### src/rtl/array_sum_engine.sv
`default_nettype none
// ============================================================================
// Module   : array_sum_engine
// Brief    : Reads COUNT consecutive words from the data memory, sums them and
//            writes the 32-bit result back to a destination word address.
// Revision : 1.0
// ============================================================================
module array_sum_engine #(
    parameter int DEPTH = 32,
    parameter int CNT_W = 6
) (
    input  logic             clk,
    input  logic             rst,
    input  logic             start,
    input  logic [31:0]      base_addr,
    input  logic [CNT_W-1:0] count,
    input  logic [31:0]      dest_addr,
    output logic             busy,
    output logic             done,
    output logic [31:0]      sum,
    output logic [31:0]      mem_addr,
    output logic [31:0]      mem_wdata,
    output logic             mem_read,
    output logic             mem_write,
    input  logic [31:0]      mem_rdata
);

    localparam int AW = (DEPTH > 1) ? $clog2(DEPTH) : 1;

    localparam logic [1:0] S_IDLE  = 2'd0;
    localparam logic [1:0] S_READ  = 2'd1;
    localparam logic [1:0] S_WRITE = 2'd2;
    localparam logic [1:0] S_DONE  = 2'd3;

    localparam logic [AW-1:0] c_last_ptr = AW'(DEPTH - 1);

    logic [1:0]       r_state;
    logic [1:0]       w_next_state;
    logic [AW-1:0]    r_ptr;
    logic [AW-1:0]    r_dst;
    logic [CNT_W-1:0] r_rem;
    logic [31:0]      r_acc;
    logic [31:0]      r_sum;

    logic [AW-1:0]    w_base_ptr;
    logic [AW-1:0]    w_dest_ptr;
    logic [AW-1:0]    w_ptr_inc;
    logic             w_accept;

    // Addresses are folded into the memory range once, at acceptance.
    assign w_base_ptr = AW'(base_addr % 32'(DEPTH));
    assign w_dest_ptr = AW'(dest_addr % 32'(DEPTH));
    assign w_ptr_inc  = (r_ptr == c_last_ptr) ? '0 : r_ptr + AW'(1);
    assign w_accept   = (r_state == S_IDLE) && start;
    assign sum        = r_sum;

    always_ff @(posedge clk) begin
        if (!rst) begin
            r_state <= S_IDLE;
        end else begin
            r_state <= w_next_state;
        end
    end

    always_comb begin
        w_next_state = r_state;
        case (r_state)
            S_IDLE: begin
                if (start) begin
                    w_next_state = (count != '0) ? S_READ : S_WRITE;
                end
            end
            S_READ: begin
                if (r_rem == CNT_W'(1)) begin
                    w_next_state = S_WRITE;
                end
            end
            S_WRITE: w_next_state = S_DONE;
            S_DONE:  w_next_state = S_IDLE;
            default: w_next_state = S_IDLE;
        endcase
    end

    always_comb begin
        busy      = 1'b0;
        done      = 1'b0;
        mem_addr  = '0;
        mem_wdata = '0;
        mem_read  = 1'b0;
        mem_write = 1'b0;
        case (r_state)
            S_READ: begin
                busy     = 1'b1;
                mem_read = 1'b1;
                mem_addr = 32'(r_ptr);
            end
            S_WRITE: begin
                busy      = 1'b1;
                mem_write = 1'b1;
                mem_addr  = 32'(r_dst);
                mem_wdata = r_acc;
            end
            S_DONE:  done = 1'b1;
            default: ;
        endcase
    end

    always_ff @(posedge clk) begin
        if (!rst) begin
            r_ptr <= '0;
            r_dst <= '0;
            r_rem <= '0;
            r_acc <= '0;
            r_sum <= '0;
        end else begin
            if (w_accept) begin
                r_ptr <= w_base_ptr;
                r_dst <= w_dest_ptr;
                r_rem <= count;
                r_acc <= '0;
            end else if (r_state == S_READ) begin
                r_acc <= r_acc + mem_rdata;
                r_ptr <= w_ptr_inc;
                r_rem <= r_rem - CNT_W'(1);
            end
            if (r_state == S_WRITE) begin
                r_sum <= r_acc;
            end
        end
    end

endmodule
`default_nettype wire

### config.mk
export PLATFORM = sky130hd
export DESIGN_NAME = array_sum_engine
export DESIGN_NICKNAME = d
export VERILOG_FILES = /design/src/rtl/array_sum_engine.sv
export SDC_FILE = /design/constraint.sdc
export NUM_CORES = 1
export LEC_CHECK = 0
export BUFFER_PORTS_ARGS = -buffer_cell sky130_fd_sc_hd__buf_4
export CELL_PAD_IN_SITES_DETAIL_PLACEMENT = 1
export CELL_PAD_IN_SITES_GLOBAL_PLACEMENT = 2
export CORE_MARGIN = 1
export CORE_UTILIZATION = 30
export CTS_BUF_LIST = sky130_fd_sc_hd__clkbuf_4 sky130_fd_sc_hd__clkbuf_8
export CTS_CLUSTER_DIAMETER = 100
export DETAILED_ROUTE_END_ITERATION = 10
export PLACE_DENSITY_LB_ADDON = 0.25
export SYNTH_ARGS = -nofsm -noshare
export SYNTH_HDL_FRONTEND = slang
export SYNTH_SLANG_ARGS = --single-unit
export TNS_END_PERCENT = 5
### constraint.sdc
create_clock -name clk -period 6.4 [get_ports clk]
set_input_delay 1.28 -clock clk [delete_from_list [all_inputs] [get_ports clk]]
set_output_delay 1.28 -clock clk [all_outputs]
set_load 0.01 [all_outputs]
# Yosys cells after proc, flatten, opt, wreduce, memory -nomap -nowiden
# Cells that the tools add are included.
[word_totals]
ff_bits = 82
latchBits = 0
mem_bits_rw = 0
romBits = 0
input_bits = 105
out_inout_bits = 100
wordCells = 39
mem_count = 0
[op_classes]
addsub = 3
n_mul = 0
div_mod_pow = 0
magnitude_cmp = 0
eq_ne = 7
n_shift = 0
n_mux = 15
bitwise_logic = 1
n_reduce_logical = 7
[ops]
columns = ["cell", "count"]
rows = [
  ["adder 32 bit", 1],
  ["2-to-1 mux 32 bit", 1],
  ["2-to-1 mux 5 bit", 3],
  ["2-to-1 mux 6 bit", 2],
  ["case mux 5 bit (2 select lines)", 1],
  ["case mux 2 bit (4 select lines)", 1],
  ["== test 6 x 1 -> 1 bit, second input constant", 1],
  ["2-to-1 mux 2 bit", 3],
  ["nonzero test 6 bit", 1],
  ["subtractor 6 x 1 -> 6 bit, second input constant", 1],
  ["adder 5 x 1 -> 5 bit, second input constant", 1],
  ["== test 5 bit, second input constant", 1],
  ["== test 2 bit, second input constant", 2],
  ["2-to-1 mux 1 bit", 4],
  ["!= test 2 bit, second input constant", 2],
  ["OR reduction 2 bit", 2],
  ["== test 2 x 1 -> 1 bit, second input constant", 1],
  ["zero test 2 bit", 1],
  ["AND reduction 2 bit", 1],
  ["nonzero test 2 bit", 1],
  ["logical AND 1 bit", 1],
  ["NOT 1 bit", 1],
]

# Logic depth before layout (Yosys ltp)
# Gate-level depths: netlist of the first run.
[depth]
word_depth = 4
depth_mapped = 10
depth_no_buf = 10

# Worst setup path before layout of the first run
# OpenSTA, ideal clock, no wires.
[synth_timing]
path_kind = "input to register"
start = "input port mem_rdata[0]"
end = "register r_acc[30]"
setup_ns = 0.122
arrival_time_ns = 3.393
required_time_ns = 6.278
setup_slack_ns = 2.885
path_stages = 10
n_path_buf = 0
path_cell_list = "ha_1 -> fa_1 -> a211oi_1 -> o211ai_1 -> a22oi_2 -> nand3b_1 -> a21boi_2 -> o21ai_0 -> nor4b_1 -> a311o_1"
[synth_via]
elab_chain_cells = 1
[synth_rtl]
columns = ["element", "line_no", "rtl"]
rows = [
  ["start: declaration", "25", "input logic [31:0] mem_rdata"],
  ["adder 32 bit", "122", "r_acc <= r_acc + mem_rdata;"],
  ["end signal: assignment", "122", ""],
  ["end: declaration", "42", "logic [31:0] r_acc;"],
]
# No other way between the ends.
# A chain may end at the register's enable or synchronous reset.

# Worst setup path in the final report of the first run
# Ends and elaborated chain as after synthesis.

==> flow_summary_export.csv, run 1 <==
group,metric,value,unit
synthesis,synth_common_cells,"85 x nor2_1, 82 x dfxtp_1, 66 x a21oi_1",
detailed_routing,antenna_left,0,
synthesis,synth_top_area_cell,"dfxtp_1",
cts,clk_latency,0.38,ns
die,num_io_pins,205,
layout,area_delta_synth_final,24.3,%
synthesis,synthCells,632,
global_routing,grt_overflow,0,
synthesis,syn-cell-area,5160,um^2
cts,clock-sinks,82,
placed_design,place_area,6190,um^2
synthesis,ys_types,64,
sta,fmax,273,MHz
cts,cts_setup_buffers,0,
pwr,peakVddDrop,0.000139,V
layout,num-nets-final,888,
cts,tritoncts,"yes",
cts,cts_made_buffers,9,
global_routing,first_global_vias,5052,
pwr,p_per_area,315,nW/um^2
placed_design,hpwl,11200,um
layout,antenna_cells,0,
sta,finalCriticalPeriod,3.66,ns
sta,fin_setup_tns,0,ns
min_path,holdCritPathClass,"register to register",
global_routing,grt_pass1_wl,25100,um
synthesis,yosysWarnings,0,
synthesis,synth_flop_cell,"dfxtp_1",
detailed_routing,drt_first_pass_iters,4,
sta,period_share,57.2,%
cts,clk_pin_slew,0.09,ns
die,dieArea,17700,um^2
setup_path,start_kind,"input pin",
setup_path,cp.arrival,3.93,ns
sta,hold_slack,0.464,ns
sta,fin_skew,0.0132,ns
cts,cts.htree.levels,3,
detailed_routing,avgViaCountPerCell,4.90,
synthesis,syn_avg_cell_area,8.17,um^2
detailed_routing,wl,15100,um
die,start_util,30.9,%
sta,worst_pin_slew,1.08,ns
pwr,p_leak,2.85,nW
synthesis,ys_ff_latch,82,
layout,seq_area,1640,um^2
layout,layout-drive-gt1-share,21.3,%
detailed_routing,drt_iter0_drc,148,
run_status,status,"complete, no violations",
sta,slew_headroom,28.1,%
synthesis,synth_edf_count,0,
layout,multi_input_area,3230,um^2
die,coreArea,16700,um^2
sta,finalMaxSlewViolations,0,
synthesis,synth.area.top_cells,"dfxtp_1 32%, ha_1 9.7%, a21oi_1 6.4%",
sta,setup-violations-final,0,
flow_run,cap_viol_max_count,0,
setup_path,rrSetupSlack,3.43,ns
cts,postCtsResizedCells,0,
die,die_h,133,um
cts,root_buffer,"clkbuf_8",
placed_design,place_congestion,0.797,
setup_path,cp.required,6.67,ns
layout,final_cell_area,6420,um^2
detailed_routing,drc,0,
die,die_w,133,um
sta,rsz0062_at_grt,"false",
global_routing,antenna_found_initial,0,
synthesis,ys_seq_area_share,31.8,%
cts,ctsLongestPathBuffers,2,
die,num_rows,47,
synthesis,synth_top_area_share,31.8,%
detailed_routing,vias,4740,
sta,hold_viol,0,
setup_path,path_max_fanout,4,
cts,cts_hold_buf,0,
synthesis,async_flop_share,0,%
placed_design,io_buffers,123,
layout,fillers,2057,
global_routing,grt_start_max_net_pins,44,
synthesis,yosysMostFrequentCell,"nor2_1",
setup_path,path_class,"input pin to register",
pwr,finalPower,2.02,mW
detailed_routing,routedWlPerCell,15.6,um
global_routing,grt_usage,17.7,%
setup_path,crit_path_end_kind,"register",
-- registers in the layout (all words and copies together), names as in the netlist --
signal and count:
r_rem 6, r_dst 5, r_acc 32, sum 32, r_ptr 5, r_state 2
-- area by class of cell --
class / count / area share [%]
inverters: 20 / 1.17
clock inverters: 4 / 1.15
multi-input cells: 501 / 50.4
clock buffers: 12 / 2.48
repair buffers: 128 / 15.0
flip-flops and latches: 82 / 25.6
well taps: 220 / 4.29
-- per-stage QoR --
stage | util (%) | instances | worst slack (ns)
final | 38.4 | 967 | 2.74
after global routing | 38.4 | 967 | 2.46
after CTS | 38.4 | 967 | 2.69
after detailed placement | 37.0 | 951 | 2.32
after global placement | 37.0 | 951 | 2.36
after floorplan | - | 658 | 2.89
-- final timing paths --
| path | startpoint | endpoint | cells after the start |
|---|---|---|---|
| worst max-delay path | mem_rdata[0] | r_acc[30]$_SDFFE_PP0P_ | 11 |
| worst min register to register | r_dst[1]$_SDFFE_PN0P_ | r_dst[1]$_SDFFE_PN0P_ | 2 |
| worst max register to register | r_acc[0]$_SDFFE_PP0P_ | r_acc[30]$_SDFFE_PP0P_ | 10 |
| worst min-delay path | r_dst[1]$_SDFFE_PN0P_ | r_dst[1]$_SDFFE_PN0P_ | 2 |
-- where the power goes --
group          switching, mW  internal, mW  leakage [nW]  total (mW)
Clock                  0.207         0.246         0.120       0.453
Sequential            0.0653         0.591         0.666       0.656
Combinational          0.552         0.359          2.06       0.911
-- routing by layer --
layer / GRT usage, % / vias to the layer above / wire length, um
met3: 3.61 / 15 / 694
met2: 31.1 / 104 / 7270
met5: 0 / - / 0
li1: - / 2383 / -
met1: 21.6 / 2238 / 6860
met4: 5.87 / 0 / 232
-- layout by cell type (no fill, tap or decap), types with 3 or more instances in the layout --
cell	netlist	final
buf_4	27	128
a21o_1	7	7
and2_1	35	35
o211ai_1	3	3
dfxtp_1	82	82
nor3_1	14	14
o21ai_0	24	24
a311o_1	3	3
mux2i_1	25	25
a21oi_1	66	66
a22oi_1	5	5
and3_1	3	3
ha_1	40	39
nand3_1	11	11
nand2_1	41	41
nor4b_1	4	4
nand4_1	5	5
o21a_1	4	4
a21boi_0	3	3
nor4_1	4	4
nor2_1	85	85
conb_1	1	27
a211oi_1	10	10
o31ai_1	4	4
xnor2_1	20	20
xor2_1	7	7
o21bai_1	6	6
clkbuf_8	0	11
inv_1	19	19
nor2b_1	6	6
-- logic make-up (layout without fill, tap and decap cells) --
group,count (synthesis),in the layout,synth area share [%]
xor+xnor,27,27,4.58
mux,25,25,4.85
buf+inv,75,164,7.51
flops,82,82,31.8
simple gates,221,221,20.5
compound gates,160,160,20.6
fa+ha+maj,41,41,10.1
other cells,1,27,0.0726
-- worst max-delay path, cell delays in order --
cell and delay [ns]:
buf_4 0.11, ha_1 0.24, fa_1 0.44, a211oi_1 0.32, o211ai_1 0.19, a22oi_2 0.28
nand3b_1 0.14, a21boi_2 0.25, o21ai_0 0.17, nor4b_1 0.17, a311o_1 0.35
No activity file was read; power rests on OpenSTA's default activity.
==> run 2, diff against run 1 <==
- ABC_AREA: not set -> 1
- CORE_UTILIZATION: 30 -> 24
- clock period: 6.4 -> 3.25 ns (I/O delays scaled with it)
==> run 2 against run 1 <==
Against the previous run: non-clock buffer count is 2 higher; synthesized cell count rose by 64%; critical path depth is 3 lower.
==> flow_summary_export.csv, run 2 <==
group,metric,value,unit
layout,final_cell_mix,"336 x nand2_1, 196 x inv_1, 129 x buf_4",
synthesis,async_flop_share,0,%
synthesis,ys_ff_latch,82,
detailed_routing,routedWlPerCell,13.2,um
sta,worst_pin_slew,0.848,ns
cts,cts_setup_buffers,0,
sta,fin_skew,0.0133,ns
sta,period_share,79.3,%
detailed_routing,drt_iter0_drc,203,
placed_design,io_buffers,123,
global_routing,grt_start_max_net_pins,35,
placed_design,dp_slack,0.599,ns
cts,clk_pin_slew,0.10,ns
sta,finalCriticalPeriod,2.58,ns
sta,rsz0062_at_grt,"false",
cts,ctsLongestPathBuffers,2,
sta,slew_headroom,43.4,%
synthesis,synth_flop_cell,"dfxtp_1",
detailed_routing,vias,6136,
detailed_routing,drt_first_pass_iters,4,
layout,final_common_cell,"nand2_1",
layout,antenna_cells,0,
global_routing,grt_usage,15.6,%
cts,postCtsResizedCells,0,
global_routing,first_global_vias,6206,
die,num_rows,58,
flow_run,cap_viol_max_count,0,
sta,finalMaxSlewViolations,0,
synthesis,yosysMostFrequentCell,"nand2_1",
cts,cts_hold_buf,0,
setup_path,path_class,"register to register",
die,coreArea,25200,um^2
synthesis,ys_seq_area_share,26.7,%
global_routing,antenna_found_initial,0,
cts,cts.htree.levels,3,
cts,clock-sinks,82,
pwr,p_per_area,620,nW/um^2
synthesis,synth_top_area_cell,"dfxtp_1",
detailed_routing,antenna_left,0,
die,die_w,162,um
placed_design,hpwl,15900,um
min_path,holdCritPathClass,"register to register",
synthesis,synth_edf_count,0,
sta,setup-violations-final,0,
cts,cts_made_buffers,9,
setup_path,start_kind,"register",
pwr,peakVddDrop,0.000215,V
die,dieArea,26300,um^2
synthesis,synth.area.top_cells,"dfxtp_1 27%, nand2_1 21%, inv_1 12%",
layout,area_delta_synth_final,22.5,%
setup_path,cp.required,3.55,ns
die,num_io_pins,205,
synthesis,syn-cell-area,6150,um^2
detailed_routing,drc,0,
sta,fin_setup_tns,0,ns
synthesis,synth_common_cells,"336 x nand2_1, 196 x inv_1, 119 x nor2_1",
sta,setup_ws,0.673,ns
layout,num-nets-final,1299,
pwr,p_leak,4.39,nW
detailed_routing,avgViaCountPerCell,4.13,
synthesis,yosysWarnings,0,
placed_design,place_congestion,0.833,
global_routing,grt_pass1_wl,32300,um
die,die_h,162,um
layout,layout-drive-gt1-share,15.4,%
cts,clk_latency,0.38,ns
synthesis,ys_types,37,
setup_path,cp.arrival,2.88,ns
setup_path,crit_path_end_kind,"register",
cts,root_buffer,"clkbuf_8",
detailed_routing,wl,19700,um
global_routing,grt_overflow,0,
sta,hold_viol,0,
run_status,status,"complete, no violations",
die,start_util,24.4,%
sta,fmax,388,MHz
cts,tritoncts,"yes",
setup_path,path_max_fanout,24,
synthesis,synthCells,1037,
synthesis,syn_avg_cell_area,5.93,um^2
synthesis,synth_top_area_share,26.7,%
## run 2: where the power goes
part | internal, mW | switching [mW]
Combinational | 0.848 | 1.61
Sequential | 1.22 | 0.170
Clock | 0.394 | 0.421
## run 2: worst max-delay path, cell delays in order, from the launching register on
cell	delay, ns
dfxtp_1	0.34
inv_1	0.13
ha_2	0.56
inv_1	0.49
nor2_1	0.43
inv_1	0.16
a21oi_1	0.14
o21ai_0	0.09
a31oi_1	0.14
## run 2: kinds of logic (layout without fill, tap and decap cells)
kind of cell	count (synthesis)	in the layout	synth area share [%]
buffers and inverters	251	345	17.4
AO/OA/AOI/OAI	109	109	9.32
other	1	27	0.0610
flip-flops	82	82	26.7
XOR/XNOR	17	17	2.42
AND/OR/NAND/NOR	536	536	35.6
adder cells (fa/ha/maj)	41	41	8.47
## run 2: per-layer routing
layer | wire length, um | track usage, % | vias up
met5 | 0 | 0 | -
met3 | 682 | 2.86 | 12
met4 | 208 | 3.47 | 0
met2 | 9000 | 26.1 | 97
met1 | 9780 | 20.7 | 2717
li1 | - | - | 3310
## run 2: final cells by class
type,count,area [um^2]
clock inverters,4,51.3
clock buffers,11,151
fillers,3280,17700
repair buffers,130,988
multi-input cells,730,3530
well taps,330,413
flip-flops and latches,82,1640
inverters,200,751
## run 2: path summary, 6_finish.rpt
kind	startpoint	end	slack (ns)	depth (start not counted)
worst max-delay path	r_state[1]$_SDFFE_PN0P_	r_rem[4]$_SDFFE_PN0P_	0.67	8
worst min-delay path	sum[15]$_SDFFE_PN0P_	sum[15]$_SDFFE_PN0P_	0.46	2
worst min register to register	sum[15]$_SDFFE_PN0P_	sum[15]$_SDFFE_PN0P_	0.46	2
worst max register to register	r_state[1]$_SDFFE_PN0P_	r_rem[4]$_SDFFE_PN0P_	0.67	8
## run 2: stage by stage
step / cells / hold WS (ns) / util [%] / power, mW / area, um^2
global route: 1487 / 0.488 / 29.9 / 5.18 / 7530
floorplan: 1063 / 0.455 / - / 3.18 / 6240
detailed placement: 1472 / 0.454 / 29.1 / 3.93 / 7330
global placement: 1472 / 0.450 / 29.1 / 3.91 / 7330
finish: 1487 / 0.465 / 29.9 / 4.67 / 7530
CTS: 1487 / 0.470 / 29.9 / 4.79 / 7530
